<file path="src/rtl/fp_pkg.sv">
`default_nettype none
// ============================================================================
// fp_pkg
// Shared state encoding, timeout default and FP32 constants for fpacc_seq.
// Rev 1.0
// ============================================================================
package fp_pkg;

   typedef enum logic [2:0] {
      ST_IDLE   = 3'd0,
      ST_ISSUE  = 3'd1,
      ST_GUARD  = 3'd2,
      ST_WAIT   = 3'd3,
      ST_OUTPUT = 3'd4
   } state_t;

   localparam int TIMEOUT_DEFAULT = 64;

   localparam logic [31:0] POS_ONE   = 32'h3F80_0000;
   localparam logic [31:0] POS_TWO   = 32'h4000_0000;
   localparam logic [31:0] POS_THREE = 32'h4040_0000;
   localparam logic [31:0] POS_SIX   = 32'h40C0_0000;

   function automatic logic [7:0] sat_inc8(input logic [7:0] v);
      return (v == 8'hFF) ? v : v + 8'd1;
   endfunction

endpackage
`default_nettype wire

</file>
<file path="src/rtl/fpacc_timer.sv">
`default_nettype none
// ============================================================================
// fpacc_timer
// Wait-cycle counter: expired is raised on the TIMEOUT-th enabled cycle.
// Rev 1.0
// ============================================================================
module fpacc_timer
   import fp_pkg::*;
#(
   parameter int TIMEOUT = TIMEOUT_DEFAULT
) (
   input  logic clk,
   input  logic reset,
   input  logic clear,
   input  logic enable,
   output logic expired
);

   localparam int CW = (TIMEOUT > 1) ? $clog2(TIMEOUT) : 1;
   localparam logic [CW-1:0] LIMIT = CW'(TIMEOUT - 1);

   logic [CW-1:0] cnt_q, cnt_d;

   // cnt_q holds the number of enabled cycles already elapsed.
   assign expired = enable && !clear && (cnt_q == LIMIT);

   always_comb begin
      cnt_d = cnt_q;
      if (clear) begin
         cnt_d = '0;
      end else if (enable && !expired) begin
         cnt_d = cnt_q + 1'b1;
      end
   end

   always_ff @(posedge clk or negedge reset) begin
      if (!reset) begin
         cnt_q <= '0;
      end else begin
         cnt_q <= cnt_d;
      end
   end

endmodule
`default_nettype wire

</file>
<file path="src/rtl/fpacc_seq.sv">
`default_nettype none
// ============================================================================
// fpacc_seq
// Sequences an external FP32 adder to accumulate operand groups.
// Rev 1.0
// ============================================================================
module fpacc_seq
   import fp_pkg::*;
#(
   parameter int TIMEOUT = TIMEOUT_DEFAULT
) (
   input  logic        clk,
   input  logic        reset,
   input  logic        in_valid,
   output logic        in_ready,
   input  logic [31:0] in_data,
   input  logic        in_last,
   output logic        add_start,
   output logic [31:0] add_a,
   output logic [31:0] add_b,
   input  logic [31:0] add_sum,
   input  logic        add_done,
   output logic        out_valid,
   input  logic        out_ready,
   output logic [31:0] out_data,
   output logic [7:0]  out_count,
   output logic        out_err
);

   state_t      state_q, state_d;
   logic        first_q, first_d;
   logic [31:0] acc_q, acc_d;
   logic [7:0]  count_q, count_d;
   logic        err_q, err_d;
   logic        last_q, last_d;
   logic [31:0] a_q, a_d;
   logic [31:0] b_q, b_d;
   logic        tmr_clear, tmr_enable, tmr_expired;

   fpacc_timer #(.TIMEOUT(TIMEOUT)) u_timer (
      .clk     (clk),
      .reset   (reset),
      .clear   (tmr_clear),
      .enable  (tmr_enable),
      .expired (tmr_expired)
   );

   // in_ready is held low while reset is asserted even though state is IDLE.
   assign in_ready  = (state_q == ST_IDLE) && reset;
   assign add_start = (state_q == ST_ISSUE);
   assign add_a     = a_q;
   assign add_b     = b_q;
   assign out_valid = (state_q == ST_OUTPUT);
   assign out_data  = acc_q;
   assign out_count = count_q;
   assign out_err   = err_q;

   always_comb begin
      state_d    = state_q;
      first_d    = first_q;
      acc_d      = acc_q;
      count_d    = count_q;
      err_d      = err_q;
      last_d     = last_q;
      a_d        = a_q;
      b_d        = b_q;
      tmr_clear  = 1'b0;
      tmr_enable = 1'b0;
      case (state_q)
         ST_IDLE: begin
            if (in_valid && in_ready) begin
               if (first_q) begin
                  acc_d   = in_data;
                  count_d = 8'd1;
                  first_d = 1'b0;
                  if (in_last) state_d = ST_OUTPUT;
               end else begin
                  a_d     = acc_q;
                  b_d     = in_data;
                  last_d  = in_last;
                  count_d = sat_inc8(count_q);
                  state_d = ST_ISSUE;
               end
            end
         end
         ST_ISSUE: state_d = ST_GUARD;
         // add_done still shows the previous result here, so it is not sampled.
         ST_GUARD: begin
            tmr_clear = 1'b1;
            state_d   = ST_WAIT;
         end
         ST_WAIT: begin
            tmr_enable = 1'b1;
            if (add_done) begin
               acc_d   = add_sum;
               state_d = last_q ? ST_OUTPUT : ST_IDLE;
            end else if (tmr_expired) begin
               err_d   = 1'b1;
               acc_d   = '0;
               state_d = ST_OUTPUT;
            end
         end
         ST_OUTPUT: begin
            if (out_ready) begin
               count_d = '0;
               err_d   = 1'b0;
               first_d = 1'b1;
               state_d = ST_IDLE;
            end
         end
         default: state_d = ST_IDLE;
      endcase
   end

   always_ff @(posedge clk or negedge reset) begin
      if (!reset) begin
         state_q <= ST_IDLE;
         first_q <= 1'b1;
         acc_q   <= '0;
         count_q <= '0;
         err_q   <= 1'b0;
         last_q  <= 1'b0;
         a_q     <= '0;
         b_q     <= '0;
      end else begin
         state_q <= state_d;
         first_q <= first_d;
         acc_q   <= acc_d;
         count_q <= count_d;
         err_q   <= err_d;
         last_q  <= last_d;
         a_q     <= a_d;
         b_q     <= b_d;
      end
   end

endmodule
`default_nettype wire

</file>
<file path="config.mk">
export PLATFORM = sky130hd
export DESIGN_NAME = fpacc_seq
export DESIGN_NICKNAME = d
export VERILOG_FILES = /design/src/rtl/fp_pkg.sv /design/src/rtl/fpacc_timer.sv /design/src/rtl/fpacc_seq.sv
export SDC_FILE = /design/constraint.sdc
export NUM_CORES = 1
export LEC_CHECK = 0
export ABC_AREA = 0
export CORE_AREA = 2 2 119 121
export CTS_CLUSTER_SIZE = 8
export DETAILED_ROUTE_END_ITERATION = 7
export DIE_AREA = 0 0 121 123
export PLACE_DENSITY_LB_ADDON = 0.15
export REMOVE_ABC_BUFFERS = 1
export SLEW_MARGIN = 30
export SYNTH_ARGS = -nofsm -noshare
export SYNTH_HDL_FRONTEND = slang
export SYNTH_HIERARCHICAL = 1
export SYNTH_SLANG_ARGS = --single-unit
</file>
<file path="constraint.sdc">
create_clock -name clk -period 4.9 [get_ports clk]
set_input_delay 1.47 -clock clk [delete_from_list [all_inputs] [get_ports clk]]
set_output_delay 1.47 -clock clk [all_outputs]
set_load 0.02 [all_outputs]
</file>
== Yosys cells after proc, flatten, opt, wreduce, memory -nomap -nowiden ==
Cells that the tools add are included.

* Flip-flop bits (word level): 116
* Word-level logic and storage cells: 73
* Memory bits (writable): 0
* Latch bits: 0
* Output and inout bits: 108
* Memory bits (read-only): 0
* Memories: 0
* Input port bits: 70

* Shift operators: 0
* Mux-type cells: 29
* Multiply operators: 0
* Magnitude comparators: 0
* Bitwise logic cells: 1
* $add $sub $neg: 2
* Divide/modulo/power cells: 0
* Reduce and logical (&&, ||, !) cells: 18
* Equal/unequal tests: 14

{| class="wikitable"
|+ Operator list
! cell !! count
|-
| 2-to-1 mux 32 bit || 4
|-
| case mux 32 bit (2 select lines) || 1
|-
| 2-to-1 mux 8 bit || 4
|-
| 2-to-1 mux 3 bit || 7
|-
| case mux 8 bit (2 select lines) || 1
|-
| AND reduction 4 bit || 4
|-
| case mux 3 bit (5 select lines) || 1
|-
| 2-to-1 mux 6 bit || 2
|-
| adder 8 x 1 -> 8 bit, second input constant || 1
|-
| equality test 8 bit, second input constant || 1
|-
| nonzero test 2 bit || 4
|-
| 2-to-1 mux 1 bit || 7
|-
| adder 6 x 1 -> 6 bit, second input constant || 1
|-
| equality test 3 x 2 -> 1 bit, second input constant || 2
|-
| equality test 6 bit, second input constant || 1
|-
| != test 2 x 1 -> 1 bit, second input constant || 3
|-
| != test 3 bit, second input constant || 2
|-
| AND reduction 3 bit || 2
|-
| logical AND 1 bit || 5
|-
| != test 2 bit, second input constant || 2
|-
| case mux 1 bit (2 select lines) || 2
|-
| equality test 3 x 1 -> 1 bit, second input constant || 1
|-
| equality test 3 bit, second input constant || 1
|-
| logical NOT 3 bit || 1
|-
| other kinds (3) || 4
|}

== Longest topological paths before layout ==
Gate-level depths: netlist of run 1.

* Depth in word-level cells: 9
* Gate-level depth with buffers: 10
* Mapped depth without buffers: 6

== Modules after synthesis ==
Netlist of run 1, hierarchy kept.

{| class="wikitable"
|+ By module, submodules not included
! module !! seq. area each (sq um) !! instances !! area an instance (sq um) !! cells each
|-
| fpacc_seq || 2753.9 || 1 || 4942.2 || 542
|-
| fpacc_timer || 150.1 || 1 || 360.3 || 37
|}

== Worst setup path before layout of run 1 ==
OpenSTA, ideal clock, no wires.

* Path kind: input port to output port
* Start: input port reset
* End: output port in_ready
* Slack: 1639 ps
* Data arrival time: 1791 ps
* Buffers on the path: 0
* Stages on the path: 2
* Required time: 3430 ps
* Cells stage by stage: nand2_1 -> nor2_1

* Cells in the longest elaborated chain, start to end: 1

{| class="wikitable"
|+ RTL lines
! what !! line !! source
|-
| start: declaration || fpacc_seq.sv:13 || <nowiki>input logic reset,</nowiki>
|-
| logical AND 1 bit || fpacc_seq.sv:49 || <nowiki>assign in_ready = (state_q == ST_IDLE) && reset;</nowiki>
|-
| end: declaration || fpacc_seq.sv:15 || <nowiki>output logic in_ready,</nowiki>
|}

Every way passes these cells.

== Final worst setup path of run 1 ==
Same ends and word-level chain as after synthesis.

==> impl_metrics.ini, run 1 <==
[power]
power_leakage_uw = 0.00359
vdd_drop_max_v = 0.000263
pwr_density_cell_nw_per_um2 = 673

[sta]
finalSetupViolations = 0
rsz0062_at_grt = false
fin_crit_ns = 3.77
maxSlewViolCount = 0
finalSetupTns_ns = 0
setup_slack_ns = 1.13
worst_slew_pin_slew_ns = 0.809
finalHoldViolations = 0
fin_hold_ws_ns = 0.469
fin_skew_ns = 0.00664
finalCritPeriodShare_pct = 77.0
max_freq_ghz = 0.265
relSlewSlack_pct = 46.1

[global_route]
antenna_found_initial = 0
grt_pass1_wl_mm = 22.8
grt_pass1_vias = 4562
track_usage_pct = 19.6
grt_start_max_net_pins = 67
grt_overflow_total = 0

[worst_setup_path]
crit_type = in2out
r2r-end = out_data[22]$_DFFE_PN0P_
cp.arrival_ns = 2.30
slowest_delay_ns = 0.61
path_cells = buf_4 -> nand2_1 -> nor2_1 -> clkdlybuf4s50_1
crit_path_start_kind = input pin
end_kind = output pin
r2r_slack_ns = 2.07
rr_worst_depth = 8
cp_max_fo = 2
cp_slowest_cell = clkdlybuf4s50_1
required_ns = 3.43
rr_startpoint = state_q[2]$_DFFE_PN0P_

[clock_network]
htree_levels = 4
cts.sink_count = 116
post_cts_resize_count = 0
hold_buffers = 0
root_buffer = clkbuf_16
path_clk_slew_ns = 0.05
clkLatencyLatePin_ns = 0.41
cts_tree = built
post_cts_buffers = 0
cts_buffers = 17
clockBufferDepth = 2

[min_path]
hold_path_class = reg2reg
hold_path_startpoint = add_a[10]$_DFFE_PN0P_
hold_depth = 2
min_to = add_a[10]$_DFFE_PN0P_

[cells_and_area]
regArea_um2 = 2900
syn2layout_area_growth_pct = 46.3
num-nets-final = 819
fin_cells = 937
multi_input_comb_area_um2 = 2150
fin_util_pct = 57.0
antennaDiodeCount = 0
drive_gt1_share_pct = 10.8
fill_cells = 1214

[drt]
drc = 0
drt_iter0_drc = 306
vias = 4545
ant_nets = 0
wl_per_cell_um = 15.0
dr.pass1.iters = 6
via_per_inst = 4.85
wl_mm = 14.0

[die]
die_y_um = 123
boundaryPins = 178
num_rows = 43
die-area_um2 = 14900
fp.dieW_um = 121
core_region_area_um2 = 13600
initial_core_util_pct = 39.0

[synthesis]
ys_seq_area_share_pct = 54.8
async_reset_ff_share_pct = 100
yosys.area.top_type_share_pct = 54.3
synth_area_leaders = dfrtp_1, nand2_1, mux2_2
ys_ff_latch = 116
synth_common_cells = nand2_1, dfrtp_1, o21ai_0
yosys.area.top_type = dfrtp_1
netlist-cell-type-count = 44
synth_edf_count = 0
syn_area_um2 = 5300
yosysWarnings = 6
synth_most_common_cell = nand2_1
netlist_instances = 579
synth_ff_type = dfrtp_1
avgSynthCellArea_um2 = 9.16

[placement]
post-place-ws_ns = 1.04
placed_cells = 908
dp_hpwl_mm = 9.40
globalplace.congestion = 0.793
numPortBuffers = 177

[run_status]
status = complete, no violations

[flow_run]
cap_violations = 0
## report_power, final
| group | total [uW] | internal (uW) | switching (uW) |
|---|---|---|---|
| Combinational | 2280 | 1090 | 1180 |
| Sequential | 1680 | 1380 | 300 |
| Clock | 1260 | 858 | 404 |
## placed cells by master, fill, tap and decap left out, types with 6 or more instances in the layout
master / instances
mux2_2: 33
nand2_1: 268
clkbuf_16: 17
o21ai_0: 41
buf_4: 8
o31ai_1: 6
nor3b_1: 6
clkdlybuf4s50_1: 176
dfrtp_1: 115
inv_1: 9
## registers in the layout, indices dropped and copies added (netlist names)
| register | count |
|---|---|
| add_a | 32 |
| add_b | 32 |
| first_q | 1 |
| last_q | 1 |
| out_count | 8 |
| out_data | 32 |
| out_err | 1 |
| state_q | 3 |
| u_timer/cnt_q | 6 |
## logic make-up (layout without fill, tap and decap cells)
family | after synthesis | count (layout) | synth area share, %
compound gates | 65 | 65 | 7.17
fa+ha+maj | 2 | 2 | 0.472
buf+inv | 45 | 223 | 5.00
flops | 116 | 116 | 54.8
mux | 35 | 35 | 7.48
simple gates | 316 | 316 | 25.1
## through the flow
stage / total power [uW] / instance area, um^2
final: 5220 / 7760
after global routing: 5550 / 7760
after CTS: 5290 / 7760
after detailed placement: 4000 / 7160
after global placement: 3960 / 7160
after floorplan: 2830 / 5070
## how the worst max path moves through the flow
stage | slack, ns | to | start
after floorplan | 0.58 | out_data[0]$_DFFE_PN0P_ | state_q[2]$_DFFE_PN0P_
after global routing | 1.09 | out_valid | state_q[2]$_DFFE_PN0P_
after CTS | 1.12 | in_ready | reset
final | 1.13 | in_ready | reset
after global placement | 1.09 | in_ready | reset
after detailed placement | 1.04 | out_data[22]$_DFFE_PN0P_ | reset
## worst max-delay path: cells and delay by family
family	cells	cell delay, ns
buffers and inverters	2	0.70
and+or+nand+nor	2	0.13
## final cells by class
class                      instances  area share, %
multi-input combinational        418           27.7
sequential                       116           37.4
timing repair buffer             185           23.7
tap                              180           2.90
clock buffer                      25           6.52
clock inverter                     4           1.23
inverter                           9          0.435
## metal layers
metal / GRT usage, % / share of wire, %
met1: 24.7 / 43
met5: 0 / 0
met3: 6.13 / 6.9
met4: 8.79 / 2.5
met2: 31.2 / 48
(Power assumes the default switching activity.)
==> run 2, diff against run 1 <==
clock period = 3.35 ns   (was 4.9 ns; I/O delays follow)
==> run 2 against run 1 <==
  * Setup slack lost 0.75 ns
  * Design area is 0.81% higher
  * Core utilization is 0.46 points higher
  * Power increased by 47%
  * Clock-buffer cell count up 1
  * Global-route usage is 0.19 points higher
  * Critical endpoint is now out_valid
==> impl_metrics.ini, run 2 (synthesis results as in run 1) <==
[power]
p_comb_share_pct = 44.1
p_sw_share_pct = 36.5
power_leakage_uw = 0.00362
intPower_uw = 4860
switchingPower_uw = 2790
p_clk_share_pct = 23.9
pwr_density_cell_nw_per_um2 = 978
vdd_drop_max_v = 0.000512
seq_power_share_pct = 32.0

[drt]
wl_per_cell_um = 15.0
drt_iter0_drc = 283
vias = 4581
via_per_inst = 4.84
wl_mm = 14.2
ant_nets = 0
dr.pass1.iters = 5
drc = 0

[die]
fp.dieW_um = 121
die_y_um = 123
initial_core_util_pct = 39.0
num_rows = 43
boundaryPins = 178
core_region_area_um2 = 13600
die-area_um2 = 14900

[worst_setup_path]
crit_path_start = state_q[2]$_DFFE_PN0P_
crit_path_start_kind = flip-flop
rr_startpoint = state_q[1]$_DFFE_PN0P_
cp_max_fo = 12
end_kind = output pin
crit_type = reg2out
cp.arrival_ns = 1.97
required_ns = 2.34

[sta]
worst_slew_pin_slew_ns = 0.851
maxSlewViolCount = 0
finalCritPeriodShare_pct = 88.7
finalSetupViolations = 0
max_freq_ghz = 0.336
fin_skew_ns = 0.00871
rsz0062_at_grt = false
finalHoldViolations = 0
fin_crit_ns = 2.97
relSlewSlack_pct = 43.3
finalSetupTns_ns = 0

[clock_network]
clkLatencyLatePin_ns = 0.41
clockBufferDepth = 2
htree_levels = 4
hold_buffers = 0
path_clk_slew_ns = 0.05
cts_tree = built
cts_buffers = 17
root_buffer = clkbuf_16
post_cts_buffers = 0
post_cts_resize_count = 0
cts.sink_count = 116

[placement]
numPortBuffers = 177
globalplace.congestion = 0.790
placed_cells = 915
place_area_um2 = 7210
dp_hpwl_mm = 9.61

[cells_and_area]
num-nets-final = 826
antennaDiodeCount = 0
final_cell_mix = nand2_1, clkdlybuf4s50_1, dfrtp_1, o21ai_0, mux2_2
fill_cells = 1207
stdcell_area_um2 = 7820
final_common_cell = nand2_1
drive_gt1_share_pct = 12.0
fin_cells = 947
syn2layout_area_growth_pct = 47.5

[run_status]
status = complete, no violations

[global_route]
grt_overflow_total = 0
grt_pass1_vias = 4540
antenna_found_initial = 0
track_usage_pct = 19.8
grt_pass1_wl_mm = 22.8
grt_start_max_net_pins = 68

[flow_run]
cap_violations = 0

[min_path]
hold_path_class = in2async
[run 2: per-stage QoR]
step | worst slack, ns | hold slack [ns] | total power, uW | util, %
floorplan | -0.969 | 0.489 | 4140 | -
global placement | 0.456 | 0.456 | 5800 | 53.0
detailed placement | 0.459 | 0.461 | 5870 | 53.0
CTS | 0.354 | 0.381 | 7750 | 57.5
global route | 0.276 | 0.382 | 8130 | 57.5
finish | 0.378 | 0.400 | 7650 | 57.5
[run 2: worst paths after layout]
| kind | to | slack, ns | cells after the start |
|---|---|---|---|
| worst max-delay path | out_valid | 0.38 | 3 |
| worst min-delay path | state_q[0]$_DFFE_PN0P_ | 0.40 | 1 |
| worst max register to register | out_data[2]$_DFFE_PN0P_ | 0.78 | 8 |
| worst min register to register | add_a[2]$_DFFE_PN0P_ | 0.47 | 2 |
| max in group asynchronous | add_a[9]$_DFFE_PN0P_ | 1.25 | 3 |
| min in group clk | add_a[2]$_DFFE_PN0P_ | 0.47 | 2 |
[run 2: layout make-up]
cell class | instances | area, um^2 | area share (%)
inverter | 9 | 33.8 | 0.432
multi-input combinational | 418 | 2150 | 27.5
timing repair buffer | 192 | 1890 | 24.2
clock inverter | 6 | 91.3 | 1.17
sequential | 116 | 2900 | 37.1
tap | 180 | 225 | 2.88
clock buffer | 26 | 519 | 6.64
[run 2: layer usage]
layer | part of all wire, % | routed length [um] | track usage, %
met5 | 0 | 0 | 0
met2 | 48 | 6830 | 32.2
met1 | 43 | 6030 | 24.4
met4 | 2.3 | 320 | 8.28
met3 | 7.1 | 1000 | 6.55
[run 2: power groups by stage]
stage	sequential (uW)	clock [uW]	combinational, uW
3_3_place_gp	2450	0	3360
2_1_floorplan	3120	0	1020
5_1_grt	2550	1940	3640
4_1_cts	2460	1870	3420
3_5_place_dp	2470	0	3400
6_report	2450	1830	3370
[run 2: critical path, stage by stage, from the launching register on]
cell	delay [ns]
dfrtp_1	0.56
nor3b_2	0.23
buf_4	0.17
clkdlybuf4s50_1	0.60
